<file path="config.mk">
export PLATFORM = sky130hd
export DESIGN_NAME = segre_store_buffer
export DESIGN_NICKNAME = d
export VERILOG_FILES = /design/src/rtl/segre_store_buffer.sv
export SDC_FILE = /design/constraint.sdc
export NUM_CORES = 1
export LEC_CHECK = 0
export ABC_AREA = 0
export BUFFER_PORTS_ARGS = -buffer_cell sky130_fd_sc_hd__buf_2
export CORE_UTILIZATION = 53
export CTS_CLUSTER_DIAMETER = 120
export DETAILED_ROUTE_END_ITERATION = 12
export GPL_ROUTABILITY_DRIVEN = 0
export GPL_TIMING_DRIVEN = 0
export PLACE_DENSITY_LB_ADDON = 0.12
export REMOVE_ABC_BUFFERS = 1
export SLEW_MARGIN = 20
export SYNTH_ARGS = -nofsm -noshare
export SYNTH_HDL_FRONTEND = slang
export SYNTH_SLANG_ARGS = --single-unit
</file>
<file path="constraint.sdc">
create_clock -name clk_i -period 5.4 [get_ports clk_i]
set_clock_uncertainty 0.2 [all_clocks]
set_input_delay 1.62 -clock clk_i [delete_from_list [all_inputs] [get_ports clk_i]]
set_output_delay 1.62 -clock clk_i [all_outputs]
set_load 0.02 [all_outputs]
</file>
<file path="src/rtl/segre_store_buffer.sv">
// Store buffer between MEM and the data-cache write port: absorbs hit stores,
// forwards covering loads and drains to the cache when the port is free.
module segre_store_buffer #(
  parameter int DEPTH     = 2,
  parameter int ADDR_SIZE = 32,
  parameter int WORD_SIZE = 32
) (
  input  logic                   clk_i,
  input  logic                   rsn_i,
  input  logic                   valid_mem_i,
  input  logic                   dc_wr_i,
  input  logic                   dc_rd_i,
  input  logic                   dc_hit_i,
  input  logic                   block_mem_i,
  input  logic [ADDR_SIZE-1:0]   addr_i,
  input  logic [WORD_SIZE-1:0]   data_i,
  input  logic [WORD_SIZE/8-1:0] be_i,
  input  logic                   flush_i,
  output logic                   drain_valid_o,
  output logic [ADDR_SIZE-1:0]   drain_addr_o,
  output logic [WORD_SIZE-1:0]   drain_data_o,
  output logic [WORD_SIZE/8-1:0] drain_be_o,
  input  logic                   drain_ready_i,
  output logic                   ld_fwd_o,
  output logic [WORD_SIZE-1:0]   ld_data_o,
  output logic                   draining_o,
  output logic                   full_o,
  output logic                   empty_o
);

  localparam int BE_W  = WORD_SIZE / 8;
  localparam int PTR_W = $clog2(DEPTH);
  localparam int WA_W  = ADDR_SIZE - 2;

  typedef logic [PTR_W-1:0] ptr_t;
  typedef logic [PTR_W:0]   cnt_t;

  localparam cnt_t CNT_FULL = cnt_t'(DEPTH);

  logic [WA_W-1:0]      ent_addr [DEPTH];
  logic [WORD_SIZE-1:0] ent_data [DEPTH];
  logic [BE_W-1:0]      ent_be   [DEPTH];

  ptr_t head_q, tail_q, young, fwd_idx, scan_idx;
  cnt_t count_q;
  logic flush_pend_q;

  logic [WA_W-1:0] wa;
  logic st, ld, empty, full;
  logic merge_cand, do_merge, do_push, pop, young_pop;
  logic fwd_hit, fwd_cover, ld_conflict, full_stall, flush_drain;
  logic unused_addr_lsb;

  function automatic logic [WORD_SIZE-1:0] merge_lanes(
    input logic [WORD_SIZE-1:0] old_w,
    input logic [WORD_SIZE-1:0] new_w,
    input logic [BE_W-1:0]      be
  );
    logic [WORD_SIZE-1:0] r;
    r = old_w;
    for (int b = 0; b < BE_W; b++)
      if (be[b]) r[8*b +: 8] = new_w[8*b +: 8];
    return r;
  endfunction

  assign wa              = addr_i[ADDR_SIZE-1:2];
  assign unused_addr_lsb = ^addr_i[1:0];

  assign empty = (count_q == '0);
  assign full  = (count_q == CNT_FULL);
  assign young = tail_q - ptr_t'(1);

  // A zero-mask store writes nothing, so it is not worth an entry.
  assign st = valid_mem_i & dc_wr_i & dc_hit_i & ~block_mem_i & (be_i != '0);
  assign ld = valid_mem_i & dc_rd_i;

  // Oldest-to-youngest scan so the last match wins (youngest data).
  always_comb begin
    fwd_hit  = 1'b0;
    fwd_idx  = head_q;
    scan_idx = head_q;
    for (int k = 0; k < DEPTH; k++) begin
      scan_idx = head_q + ptr_t'(k);
      if ((cnt_t'(k) < count_q) && (ent_addr[scan_idx] == wa)) begin
        fwd_hit = 1'b1;
        fwd_idx = scan_idx;
      end
    end
  end

  assign fwd_cover   = ((ent_be[fwd_idx] & be_i) == be_i);
  assign ld_fwd_o    = ld & fwd_hit & fwd_cover;
  assign ld_conflict = ld & fwd_hit & ~fwd_cover;
  assign ld_data_o   = ld_fwd_o ? ent_data[fwd_idx] : '0;

  // Stall terms avoid drain_ready_i so the cache handshake stays loop-free.
  assign merge_cand  = st & ~empty & (ent_addr[young] == wa);
  assign full_stall  = st & full & ~merge_cand;
  assign flush_drain = flush_pend_q & ~empty;
  assign draining_o  = full_stall | ld_conflict | flush_drain;

  assign drain_valid_o = ~empty & (~ld | draining_o);
  assign pop           = drain_valid_o & drain_ready_i;
  assign young_pop     = pop & (count_q == cnt_t'(1));
  assign do_merge      = merge_cand & ~young_pop;
  assign do_push       = st & ~full & ~flush_pend_q & ~do_merge;

  assign drain_addr_o = drain_valid_o ? {ent_addr[head_q], 2'b00} : '0;
  assign drain_data_o = drain_valid_o ? ent_data[head_q] : '0;
  assign drain_be_o   = drain_valid_o ? ent_be[head_q] : '0;
  assign full_o       = full;
  assign empty_o      = empty;

  always_ff @(posedge clk_i or negedge rsn_i) begin
    if (!rsn_i) begin
      head_q       <= '0;
      tail_q       <= '0;
      count_q      <= '0;
      flush_pend_q <= 1'b0;
    end else begin
      if (do_push) tail_q <= tail_q + ptr_t'(1);
      if (pop)     head_q <= head_q + ptr_t'(1);
      count_q <= count_q + cnt_t'(do_push) - cnt_t'(pop);
      if (flush_i && !empty) flush_pend_q <= 1'b1;
      else if (empty)        flush_pend_q <= 1'b0;
    end
  end

  // Entry payload carries no reset; validity comes from head/count alone.
  always_ff @(posedge clk_i) begin
    if (do_push) begin
      ent_addr[tail_q] <= wa;
      ent_data[tail_q] <= data_i;
      ent_be[tail_q]   <= be_i;
    end else if (do_merge) begin
      ent_data[young] <= merge_lanes(ent_data[young], data_i, be_i);
      ent_be[young]   <= ent_be[young] | be_i;
    end
  end

endmodule

</file>
---- Word level (Yosys, flattened, before mapping) ----
Memory sizes are Yosys's and may differ from the RTL's.
Index checks and enable logic that the tools add are counted.
storage, ports and cells
  memory bits (writable) .................. 132
  flip-flop bits (word level) ............. 5
  output and inout bits ................... 105
  logic and storage cells ................. 103
  memories kept ........................... 3
cells by class
  bitwise operators ....................... 34
  equality and inequality tests ........... 10
  mux-type cells .......................... 32
  add/sub/neg operators ................... 5
  magnitude comparators ................... 2
  reduce and logical (&&, ||, !) cells .... 13
memories
  name      depth  bits a word  read ports  clocked after Yosys merged registers in  wr ports  line  text
  ent_data  2      32           2           0                                        1         41    logic [WORD_SIZE-1:0] ent_data [DEPTH];
  ent_addr  2      30           3           0                                        1         40    logic [WA_W-1:0] ent_addr [DEPTH];
  ent_be    2      4            3           0                                        1         42    logic [BE_W-1:0] ent_be [DEPTH];
operators by type and width
  kind                   number
  $mux W32               4
  $mux W8                12
  $eq A30 B30 Y1         3
  $reduce_or A32 Y1      1
  $and A1 B1 Y1          20
  $mux W1                13
  $mux W4                3
  $ne A3 B3 Y1 const B   4
  $not A1 Y1             9
  $reduce_and A2 Y1      4
  $and A4 B4 Y4          1
  $eq A4 B4 Y1           1
  $lt A1 B2 Y1 const A   2
  $or A4 B4 Y4           1
  $reduce_bool A4 Y1     1
  $reduce_or A4 Y1       1
  $logic_and A1 B1 Y1    3
  $or A1 B1 Y1           3
  $add A1 B1 Y1 const B  2
  $add A2 B1 Y2          1
  $eq A2 B1 Y1 const B   1
  $eq A2 B2 Y1 const B   1
  $logic_not A2 Y1       1
  $reduce_bool A2 Y1     1
  3 further kinds        3

---- Depth between registers and ports, before layout ----
An unclocked memory read counts as a cell.
  word-level depth ........................ 25
  depth in mapped cells ................... 18
  depth with buffers taken out ............ 14

---- Worst setup path after synthesis ----
No wires, ideal clock.
  kind .................................... in2out
  start ................................... input port addr_i[5]
  end ..................................... output port drain_addr_o[22]
  setup slack ............................. -0.145 ns
  stages .................................. 9
  path buffers ............................ 2
  data arrival time ....................... 3.725 ns
  required time ........................... 3.580 ns
  cell sequence ........................... xnor2_1 or4_1 nor4_1 o211a_2 a31oi_1 a21o_1 buf_4 buf_4 nor2_1
on the way
  cells in the longest elaborated chain, start to end .. 13
ends and longest elaborated chain
  element                        line  text
  start: declaration             15    input logic [ADDR_SIZE-1:0] addr_i,
  $eq A30 B30 Y1                 84    if ((cnt_t'(k) < count_q) && (ent_addr[scan_idx] == wa)) begin
  $logic_and A1 B1 Y1            84
  $mux W1                        84
  $mem_v2 Z2 W4                  n/a
  $and A4 B4 Y4                  91    assign fwd_cover = ((ent_be[fwd_idx] & be_i) == be_i);
  $eq A4 B4 Y1                   91
  $not A1 Y1                     93    assign ld_conflict = ld & fwd_hit & ~fwd_cover;
  $and A1 B1 Y1                  93
  $or A1 B1 Y1 (*) (2 in a row)  100   assign draining_o = full_stall | ld_conflict | flush_drain;
  $or A1 B1 Y1 (*)               102   assign drain_valid_o = ~empty & (~ld | draining_o);
  $and A1 B1 Y1 (*)              102
  $mux W32 (*)                   108   assign drain_addr_o = drain_valid_o ? {ent_addr[head_q], 2'b00} : '0;
  end: declaration               20    output logic [ADDR_SIZE-1:0] drain_addr_o,
Every way passes the cells marked *; elsewhere a longest branch is shown, timed or not.

---- Final worst setup path ----
  start ................................... input port block_mem_i
  end ..................................... output port drain_data_o[31]
on the way
  cells in the longest elaborated chain, start to end .. 12
ends and longest elaborated chain
  element                         line  text
  start: declaration              14    input logic block_mem_i,
  $not A1 Y1 (*)                  74    assign st = valid_mem_i & dc_wr_i & dc_hit_i & ~block_mem_i & (be_i != '0);
  $and A1 B1 Y1 (*) (2 in a row)  74
  $and A1 B1 Y1 (2 in a row)      97    assign merge_cand = st & ~empty & (ent_addr[young] == wa);
  $not A1 Y1                      98    assign full_stall = st & full & ~merge_cand;
  $and A1 B1 Y1 (*)               98
  $or A1 B1 Y1 (*) (2 in a row)   100
  $or A1 B1 Y1 (*)                102
  $and A1 B1 Y1 (*)               102
  $mux W32 (*)                    109   assign drain_data_o = drain_valid_o ? ent_data[head_q] : '0;
  end: declaration                21    output logic [WORD_SIZE-1:0] drain_data_o,
Marks and branches as above.

==> run_results.csv <==
group,metric,value,unit
status,status,"complete, but fails checks",
status,violations,"setup timing",
route,drt_first_pass_iters,5,
run,drv_cap,0,
worst_setup_path,r2r_slack,0.80,ns
final_layout,final_area,0.0116,sq mm
logic_synthesis,synth_largest_area_cell,"edfxtp_1",
sta,period_needed,5.86,ns
worst_hold_path,hp-class,"register to register",
logic_synthesis,synth_edf_count,132,
power_and_ir_drop,power.density,483,mW/mm^2
route,via_count,6193,
clock_network,clk_transition_reported_paths,0.05,ns
worst_setup_path,crit_type,"input pin to output port",
clock_network,ctsHoldBuffers,0,
die,top_level_ports,182,
die,rows,44,
grt,grt_start_max_net_pins,45,
clock_network,cts_max_path_buffers,2,
die,dieHeight,124,um
placed_design,dpl-instance-area,0.00896,sq mm
final_layout,syn2layout_area_growth,47.9,%
sta,hold_ws,0.385,ns
sta,timing.final.crit_share,108,%
die,core-area,0.0145,sq mm
clock_network,h-tree-depth,4,
worst_setup_path,required,3.58,ns
worst_setup_path,cp-start-kind,"input pin",
grt,use_met3,5.27,%
worst_setup_path,critPathCapture,"drain_data_o[31]",
route,final_antenna_net_count,0,
grt,use_met1,32.5,%
final_layout,instances_no_fill,1052,
worst_setup_path,worst_ep_arrival_time,4.04,ns
placed_design,place_inst,981,
route,post-route-drc-count,0,
power_and_ir_drop,ir_drop,0.297,mV
worst_setup_path,r2r_end,"ent_addr[0][20]",
final_layout,n_fill_cell,772,
worst_setup_path,cp-startpoint,"block_mem_i",
grt,grt_pass1_wl,31100,um
logic_synthesis,synth_area,0.00784,sq mm
placed_design,hpwl,13000,um
sta,fin_ws,-0.456,ns
logic_synthesis,syn_area_per_cell,12.2,sq um
route,routed_via_density,5.89,
die,die_w,124,um
sta,finalMaxSlewViolations,0,
logic_synthesis,netlist.area_leader.share,50.5,%
route,drt_iter0_drc,342,
grt,grt_antenna_before_repair,0,
clock_network,clk_latency,0.42,ns
sta,hold_viol,0,
final_layout,fin_nets,936,
final_layout,num_antenna_cells,0,
logic_synthesis,synthArstFlopShare,3.65,%
clock_network,tritoncts,"done",
placed_design,pre_cts_slack,-1.09,ns
final_layout,layout-drive-gt1-share,44.2,%
grt,grt-busiest-layer,"met2",
worst_setup_path,crit_fanout,8,
grt,grt_util_all_layers,28.0,%
route,avgRoutedWirePerCell,22.5,um
logic_synthesis,synth_seq_cells,137,
logic_synthesis,synthCells,644,
power_and_ir_drop,finalPower,5610,uW
route,drt-total-wl,23600,um
grt,grt-ovfl-total,0,
clock_network,numClockSinks,137,
sta,tightest_slew,1.17,ns
logic_synthesis,synth_area_leaders,"edfxtp_1 51%, mux2i_1 21%, xnor2_1 6.9%, nor2_1 5.2%, xor2_1 3.7%",
grt,grtUsageMet2,50.4,%
power_and_ir_drop,power.leakage,0.00465,uW
logic_synthesis,ys.flop_type,"edfxtp_1",
logic_synthesis,ys_types,45,
logic_synthesis,synth_seq_area_share,52.1,%
grt,grt_pass1_vias,5907,
placed_design,portBuffers,177,
worst_setup_path,r2r_start,"head_q",
worst_setup_path,cp-end-kind,"output port",
sta,max_freq,0.171,GHz
die,initial_core_util,54.2,%
sta,slew_headroom,21.9,%
sta,rsz0062_at_grt,"yes",
logic_synthesis,yosysWarnings,0,
clock_network,root_buffer,"clkbuf_16",
sta,finalSetupViolCount,101,
die,die_area,0.0153,sq mm
worst_setup_path,ff2ff_path_depth,12,
clock_network,numCtsBuffers,17,
## kinds of logic (layout without fill, tap and decap cells)
kind of cell             count (synthesis)  count (layout)  share of synthesized area, %
other                                    1               2                        0.0478
multiplexers                           162             162                          20.7
buffers and inverters                   46             265                          3.05
AO/OA/AOI/OAI                           35              39                          3.43
XOR/XNOR                                95              95                          10.6
AND/OR/NAND/NOR                        166             166                          9.75
flip-flops                             137             137                          52.1
adder cells (fa/ha/maj)                  2               2                         0.319
## power by group
group          switching (uW)  internal (uW)  total [uW]
logic                    1610           1350        2950
registers                 117           1210        1330
clock network             421            904        1330
## cell usage after synthesis (4+ instances only)
cell / count
o22ai_1: 4
xor2_1: 33
buf_4: 7
nand2_1: 7
dfrtp_1: 5
mux2i_1: 162
xnor2_1: 62
nand4_1: 11
clkbuf_1: 7
inv_1: 14
nor4_1: 17
edfxtp_1: 132
nor2_1: 109
o21ai_0: 4
buf_2: 14
o2bb2ai_1: 4
o21ai_1: 6
## final cells by class
type	count	area, sq um	share of cell area [%]
clock buffer	20	437	3.76
clock inverter	10	224	1.93
inverter	14	55.1	0.474
multi-input combinational	466	4530	39.0
sequential	137	4100	35.3
tap	184	230	1.98
timing repair buffer	221	2030	17.5
## metal layers
layer	share of wire (%)	wire length, um	vias to the layer above
met3	7.3	1720	78
met1	36	8550	3023
met5	0	0	-
met4	4.6	1100	0
met2	52	12300	305
li1	-	-	2787
## critical path: stages
cell	delay [ns]
buf_6	0.09
and4b_2	0.32
nand3b_1	0.21
nor4_2	0.29
nand4_1	0.21
o21a_1	0.28
a2111oi_4	0.22
buf_4	0.20
buf_4	0.11
a21o_4	0.22
nor2_1	0.08
buf_4	0.16
## worst min-delay path by stage
| stage | start | to | slack, ns | depth (start not counted) |
|---|---|---|---|---|
| 2_1_floorplan | count_q[1] | count_q[1] | 0.29 | 1 |
| 3_3_place_gp | count_q[0] | count_q[0] | 0.37 | 1 |
| 3_5_place_dp | count_q[0] | count_q[0] | 0.37 | 1 |
| 4_1_cts | count_q[0] | count_q[0] | 0.39 | 1 |
| 5_1_grt | count_q[0] | count_q[0] | 0.41 | 1 |
| 6_report | count_q[0] | count_q[0] | 0.39 | 1 |
## through the flow
step / TNS (ns) / util, %
2_1_floorplan: -452.86 / -
3_3_place_gp: -953.38 / 60.6
3_5_place_dp: -91.09 / 61.9
4_1_cts: -21.24 / 75.4
5_1_grt: -48.19 / 80.1
6_report: -36.77 / 80.1
## cells in the final DEF (no fill, tap or decap), drive strengths merged, types with 2 or more instances in the layout
master / instances
inv: 14
a221oi: 2
o2bb2ai: 4
mux2i: 162
nand4: 11
bufinv: 7
or2: 3
nor4: 17
nor2: 109
xnor2: 62
dfrtp: 5
o21a: 2
conb: 2
a21o: 7
nor4b: 2
a22oi: 2
o21ai: 10
buf: 219
o22ai: 4
clkinv: 3
and4: 2
nand2: 7
or3: 2
or4: 3
edfxtp: 132
nor3: 3
and2: 2
ha: 2
clkbuf: 22
xor2: 33
## registers in the layout, indices dropped and copies added, names as in the netlist
name,count
ent_data,64
ent_addr,60
tail_q,1
head_q,1
flush_pend_q,1
ent_be,8
count_q,2
## timing repair
item                                    CTS  global route
pin swaps                                53            47
endpoints found under the setup margin  101           101
cloned                                    4             3
resized for setup                       260           146
buffers inserted                         29             7
Power figures use the tool's default switching activity.
